--- config.mk ---
export PLATFORM = sky130hd
export DESIGN_NAME = fff_round_controller
export DESIGN_NICKNAME = d
export VERILOG_FILES = /design/src/rtl/fff_round_controller.sv
export SDC_FILE = /design/constraint.sdc
export NUM_CORES = 1
export LEC_CHECK = 0
export BUFFER_PORTS_ARGS = -buffer_cell sky130_fd_sc_hd__clkbuf_2
export CORE_MARGIN = 4
export CORE_UTILIZATION = 61
export DETAILED_ROUTE_END_ITERATION = 6
export PLACE_DENSITY = 0.91
export SLEW_MARGIN = 20
export SYNTH_ARGS = -nofsm -noshare
export SYNTH_HDL_FRONTEND = slang
export SYNTH_SLANG_ARGS = --single-unit
export TNS_END_PERCENT = 10
--- constraint.sdc ---
create_clock -name clk -period 4.7 [get_ports clk]
set_clock_uncertainty 0.2 [all_clocks]
set_input_delay 0.235 -clock clk [delete_from_list [all_inputs] [get_ports clk]]
set_output_delay 0.235 -clock clk [all_outputs]
set_load 0.02 [all_outputs]
--- src/rtl/fff_round_controller.sv ---
// Fastest-finger-first round sequencer: arms the player buttons after a start,
// flags early presses as fouls, captures one winner and enforces the answer window.
module fff_round_controller #(
  parameter int ARM_DELAY = 16,
  parameter int WINDOW    = 1000
) (
  input  logic       clk,
  input  logic       rst,
  input  logic       start,
  input  logic       clear,
  input  logic [3:0] btn_n,
  output logic       latch_en,
  output logic       armed,
  output logic       locked,
  output logic       timeout,
  output logic [2:0] winner,
  output logic [3:0] foul,
  output logic       buzz
);

  localparam int MAX_CNT = (ARM_DELAY > WINDOW) ? ARM_DELAY : WINDOW;
  localparam int CNT_W   = $clog2(MAX_CNT + 1);
  localparam logic [CNT_W-1:0] ARM_LOAD = CNT_W'(ARM_DELAY - 1);
  localparam logic [CNT_W-1:0] WIN_LOAD = CNT_W'(WINDOW - 1);

  typedef enum logic [2:0] {
    S_IDLE,
    S_COUNTDOWN,
    S_ARMED,
    S_LOCKED,
    S_TIMEOUT
  } state_t;

  state_t           state_q, state_d;
  logic [CNT_W-1:0] cnt_q, cnt_d;
  logic [2:0]       winner_q, winner_d;
  logic [3:0]       foul_q, foul_d;
  logic             buzz_q, buzz_d;
  logic [3:0]       sync1_q, sync2_q;
  logic [3:0]       eligible;

  // Lowest index wins a tie; 0 means nobody pressed.
  function automatic logic [2:0] first_press(input logic [3:0] q);
    if (q[0])      return 3'd1;
    else if (q[1]) return 3'd2;
    else if (q[2]) return 3'd3;
    else if (q[3]) return 3'd4;
    else           return 3'd0;
  endfunction

  assign eligible = sync2_q & ~foul_q;

  always_comb begin
    state_d  = state_q;
    cnt_d    = cnt_q;
    winner_d = winner_q;
    foul_d   = foul_q;
    buzz_d   = 1'b0;
    case (state_q)
      S_IDLE: begin
        if (start) begin
          state_d = S_COUNTDOWN;
          foul_d  = 4'b0000;
          cnt_d   = ARM_LOAD;
        end
      end
      S_COUNTDOWN: begin
        foul_d = foul_q | sync2_q;
        if (cnt_q == '0) begin
          if (&foul_d) begin
            state_d  = S_TIMEOUT;
            winner_d = 3'd0;
          end else begin
            state_d = S_ARMED;
            cnt_d   = WIN_LOAD;
          end
        end else begin
          cnt_d = cnt_q - CNT_W'(1);
        end
      end
      S_ARMED: begin
        // An eligible press beats window expiry in the same cycle.
        if (|eligible) begin
          state_d  = S_LOCKED;
          winner_d = first_press(eligible);
          buzz_d   = 1'b1;
        end else if (cnt_q == '0) begin
          state_d  = S_TIMEOUT;
          winner_d = 3'd0;
        end else begin
          cnt_d = cnt_q - CNT_W'(1);
        end
      end
      default: ;
    endcase
    if (clear) begin
      state_d  = S_IDLE;
      cnt_d    = '0;
      winner_d = 3'd0;
      foul_d   = 4'b0000;
      buzz_d   = 1'b0;
    end
  end

  always_ff @(posedge clk) begin
    if (rst) begin
      state_q  <= S_IDLE;
      cnt_q    <= '0;
      winner_q <= 3'd0;
      foul_q   <= 4'b0000;
      buzz_q   <= 1'b0;
      sync1_q  <= 4'b0000;
      sync2_q  <= 4'b0000;
    end else begin
      state_q  <= state_d;
      cnt_q    <= cnt_d;
      winner_q <= winner_d;
      foul_q   <= foul_d;
      buzz_q   <= buzz_d;
      sync1_q  <= ~btn_n;
      sync2_q  <= sync1_q;
    end
  end

  assign latch_en = (state_q == S_ARMED);
  assign armed    = (state_q == S_ARMED);
  assign locked   = (state_q == S_LOCKED);
  assign timeout  = (state_q == S_TIMEOUT);
  assign winner   = winner_q;
  assign foul     = foul_q;
  assign buzz     = buzz_q;

endmodule

Yosys cells after proc, flatten, opt, wreduce, memory -nomap -nowiden
Cells that the tools add are included.

word-level totals
  word-level logic and storage cells = 61
  input port bits = 8
  output and inout port bits = 12
  flip-flop bits (word level) = 29

cells by class
  equality and inequality tests = 11
  bitwise operators = 5
  muxes and demuxes = 24
  add/sub/neg operators = 1
  reduce and logical (&&, ||, !) cells = 13

operators by type and width
  cell                                                   count
  two-way mux 10 bit                                     5
  two-way mux 3 bit                                      13
  case mux 10 bit (3 select lines)                       1
  AND reduction 4 bit                                    3
  logical NOT 10 bit                                     1
  inequality test 2 bit, second input constant           5
  subtractor 10 x 1 -> 10 bit, second input constant     1
  case mux 3 bit (3 select lines)                        1
  NOT 4 bit                                              2
  case mux 4 bit (2 select lines)                        1
  == test 3 x 2 -> 1 bit, second input constant          2
  case mux 3 bit (2 select lines)                        1
  AND reduction 5 bit                                    1
  AND 4 bit                                              1
  two-way mux 4 bit                                      1
  bitwise OR 4 bit                                       1
  nonzero test 2 bit                                     2
  OR reduction 4 bit                                     1
  == test 3 x 1 -> 1 bit, second input constant          1
  == test 3 bit, second input constant                   1
  logical NOT 3 bit                                      1
  inequality test 3 x 1 -> 1 bit, second input constant  1
  inequality test 3 bit, second input constant           1
  nonzero test 3 bit                                     1
  other kinds (5)                                        5

Longest topological paths before layout
  word-level depth = 8
  gate-level depth with buffers = 8
  mapped depth without buffers = 7

Worst setup path after synthesis
OpenSTA, ideal clock, no wires.

  path type = reg-to-reg
  start = reg foul_q[3] (netlist: foul[3])
  end = reg cnt_q[4]
  period minus slack after synthesis = 2.041 ns
  buffers on the path = 0
  setup time = 0.117 ns
  stages on the path, launching flop included = 6
  data arrival time = 1.723 ns
  setup slack = 2.659 ns
  data required time = 4.383 ns
  cell sequence = dfxtp_1 nor2b_4 or4_4 o21ai_4 o211ai_1 a32o_1

between the ends
  cells in the longest elaborated chain, start to end = 5
  elaborated cells between the ends (all ways) = 8
  those cells by class = eq/ne: 2; bitwise: 3; reduce/logical: 3

ends and longest elaborated chain
  item                                    RTL line  text
  start: declaration                      37        logic [3:0] foul_q, foul_d;
  start signal: assignment                118       foul_q <= foul_d;
  NOT 4 bit                               51        assign eligible = sync2_q & ~foul_q;
  AND 4 bit                               51
  OR reduction 4 bit                      83        if (|eligible) begin
  inequality test 2 bit (no source line)  -
  AND reduction 5 bit (no source line) *  -
  end signal: assignment                  116       cnt_q <= cnt_d;
  end: declaration                        35        logic [CNT_W-1:0] cnt_q, cnt_d;

Mark *: on every way between the ends. The rest lies on a longest branch, timed or not.
A chain may end at the register's enable or synchronous reset.

Final worst setup path
  start = reg cnt_q[0]
  end = reg cnt_q[4]

between the ends
  cells in the longest elaborated chain, start to end = 4
  elaborated cells between the ends (all ways) = 9
  those cells by class = add/sub: 1; eq/ne: 2; mux: 4; reduce/logical: 2

ends and longest elaborated chain
  item                              RTL line  text
  subtractor 10 x 1 -> 10 bit       78, 91
  two-way mux 10 bit                87        end else if (cnt_q == '0) begin
  two-way mux 10 bit                83
  case mux 10 bit (3 select lines)  59        case (state_q)

Parallel ways exist; a longest one is shown, timed or not. The select of a mux whose other input is x is not followed.

==> metrics <==
status=complete, no violations; vias in the first global route=about 1300; via count=1423; RR Endpoint=cnt_q[4]; Fmax=453 MHz; Clk Latency, worst-skew pair=0.34 ns; Syn Nets=190; post-route ant nets=0; Slew @ Worst Pin=approximately 0.80 ns; fin crit share=a little under half; Setup Crit Path Kind=reg -> reg; Die H=58.9 um; Initial Util=a little under two thirds; final worst setup slack=approximately 2.5 ns; drt first-iter violations=~110; clock slew at reported path FFs=roughly 0.11 ns; PwrDens=285 mW/mm^2; Post-synth EDFFs=0; number of synthesized register bits=29; Final Slew Violations=0; min Tclk post-route=around 2.2 ns; Core ar.=around 0.0025 sq mm; multi-input logic area=918 sq um; setup slack, reg-to-reg=between 2 and 2.5 ns; total grt overflow=0; RSZ-0062 raised after global routing=false; pre-CTS WS=about 2.5 ns; Placed Instances=between 200 and 250; first-pass GRT wire length=roughly 6 mm; commonest non-fill, non-tap cells in the layout=dfxtp_1 (29), nor2_1 (20), clkbuf_2 (19), nand2_1 (12); post-synthesis cell count=180; DR vias/cell=between 5 and 6; Resized Gates After CTS=0; hold_ws=0.154 ns; Unique masters post-synth=a little over 50; ys async rst share=0%; Cell Area, Synth=between 0.0015 and 0.002 sq mm; gr usage total=23.0%; number of remaining DRC errors=0; total CTS buffers=5; non-filler instance count after layout=roughly 240; Lkg Pwr=slightly above 0.7 nW; DRT Wirelength=approximately 3.5 mm; reg2reg path depth=7; layout cells sized above 1=about a quarter; routed len/inst=between 10 and 15 um; worst min path class=in -> reg; worst setup path end=cnt_q[4]; peak supply drop=0.329 mV; CP max FO=6; CP endpoint kind=flip-flop; Hold Vio Cnt, Final=0; Clock H-tree levels=2; Critical R2R Launch=cnt_q[0]; routability cong.=just over 0.9; # diodes=0; initial antenna violation count=0; Worst Setup Start Kind=flip-flop; FF/Latch Area=slightly below 600 sq um; nets=between 200 and 250; CP Data Required Time=4.74 ns; Final setup viols=0; Arr. time, crit path=approximately 2.3 ns; yosys warns=0; die outline width=a little under 60 um; CTS Root Cell=clkbuf_4; commonest non-fill, non-tap cell in the layout=dfxtp_1; largest net degree at the start of global routing=15; worst setup path startpoint=cnt_q[0]; clock sinks=29; Layout fillers=about 190; HPWL after DPL=around 2.5 mm; Area Growth Syn to Fin=14.6%; DIE AREA=0.00346 sq mm; Slew headroom=a little under half; max cap viols=0; PortBufs=19; sequential area share after synthesis=a little under two fifths; row cnt=18; CTS max path bufs=2; I/O pin count=20; ys flop type=dfxtp_1; First-pass DRT Iterations=4; Final TNS setup=0 ns; syn_area_per_cell=between 8 and 9 sq um; CTS tree=yes
per-layer routing:
metal | vias to the layer above | track usage (%) | part of all wire, %
met5 | - | 0 | 0
met4 | 0 | 10.0 | 1.8
met3 | 7 | 6.58 | 7.8
met2 | 63 | 35.8 | 47
met1 | 642 | 29.4 | 43
li1 | 711 | - | -
state kept, by name, indices dropped and copies added, names as in the netlist:
| name | count |
|---|---|
| buzz | 1 |
| cnt_q | 10 |
| foul | 4 |
| state_q | 3 |
| sync1_q | 4 |
| sync2_q | 4 |
| winner | 3 |
cell type report:
type	instances	share of cell area, %
timing repair buffer	28	10.2
multi-input combinational	136	50.8
sequential	29	32.1
inverter	7	1.45
tap	30	2.08
clock inverter	3	1.25
clock buffer	5	2.08
through the flow:
stage          cell area (sq um)  power (W)  utilization, %
2_1_floorplan               1580   0.000340               -
3_3_place_gp                1660   0.000356            66.9
3_5_place_dp                1660   0.000359            66.9
4_1_cts                     1810   0.000518            73.0
5_1_grt                     1810   0.000542            73.0
6_report                    1810   0.000516            73.0
logic make-up (layout without fill, tap and decap cells):
logic type                 after synthesis  in the layout  share of synthesized area (%)
xor gates and xnor gates                 1              1                          0.555
AOI/OAI and AO/OA                       53             53                           24.9
adders and majority gates                2              2                           1.59
DFF                                     29             29                           36.8
buffers and inverters                   15             43                           5.00
and+or+nand+nor                         76             76                           28.6
muxes                                    4              4                           2.54
critical path, cell delays in order, from the launching register on:
cell and delay [ns]:
dfxtp_1 0.34, inv_1 0.13, ha_1 0.16, nor4b_2 0.23, nand3_1 0.26, o21bai_2 0.36, and2_4 0.23, a32o_1 0.21
cells in the mapped netlist, drive strengths merged, types with 2 or more instances:
| library cell | count | area [sq um] |
|---|---|---|
| inv | 7 | 26.3 |
| or3b | 2 | 22.5 |
| nor2b | 10 | 77.6 |
| or3 | 2 | 12.5 |
| nor3 | 8 | 51.3 |
| or2 | 2 | 12.5 |
| and2 | 2 | 15.0 |
| o211ai | 5 | 37.5 |
| nand2 | 14 | 62.6 |
| o21a | 2 | 15.0 |
| clkbuf | 3 | 11.3 |
| nand3 | 4 | 20.0 |
| o21ai | 11 | 66.3 |
| mux2i | 4 | 40.0 |
| ha | 2 | 25.0 |
| nor3b | 2 | 20.0 |
| nand2b | 3 | 18.8 |
| dfxtp | 29 | 581 |
| a211oi | 7 | 77.6 |
| o22ai | 4 | 25.0 |
| a21oi | 10 | 50.1 |
| a31oi | 2 | 12.5 |
| buf | 5 | 41.3 |
| nor2 | 20 | 75.1 |
| a22oi | 4 | 30.0 |
how the worst min path moves through the flow:
| stage | start | endpoint | slack (ns) | depth (start not counted) |
|---|---|---|---|---|
| 4_1_cts | clear | state_q[2] | 0.15 | 3 |
| 3_3_place_gp | btn_n[3] | sync1_q[3] | 0.19 | 2 |
| 5_1_grt | clear | state_q[2] | 0.18 | 3 |
| 6_report | clear | state_q[2] | 0.15 | 3 |
| 2_1_floorplan | btn_n[3] | sync1_q[3] | 0.10 | 1 |
| 3_5_place_dp | btn_n[3] | sync1_q[3] | 0.19 | 2 |
where the power goes:
part / switching, W / internal, W
Sequential: 0.00000808 / 0.000253
Combinational: 0.0000584 / 0.0000420
Clock: 0.0000963 / 0.0000577
Total: 0.000163 / 0.000353
what timing repair did:
action	CTS	global route
buffers inserted	0	0
endpoints found under the hold margin	8	0
hold buffers	9	0
Note: power is estimated with default switching activity, not from simulation.
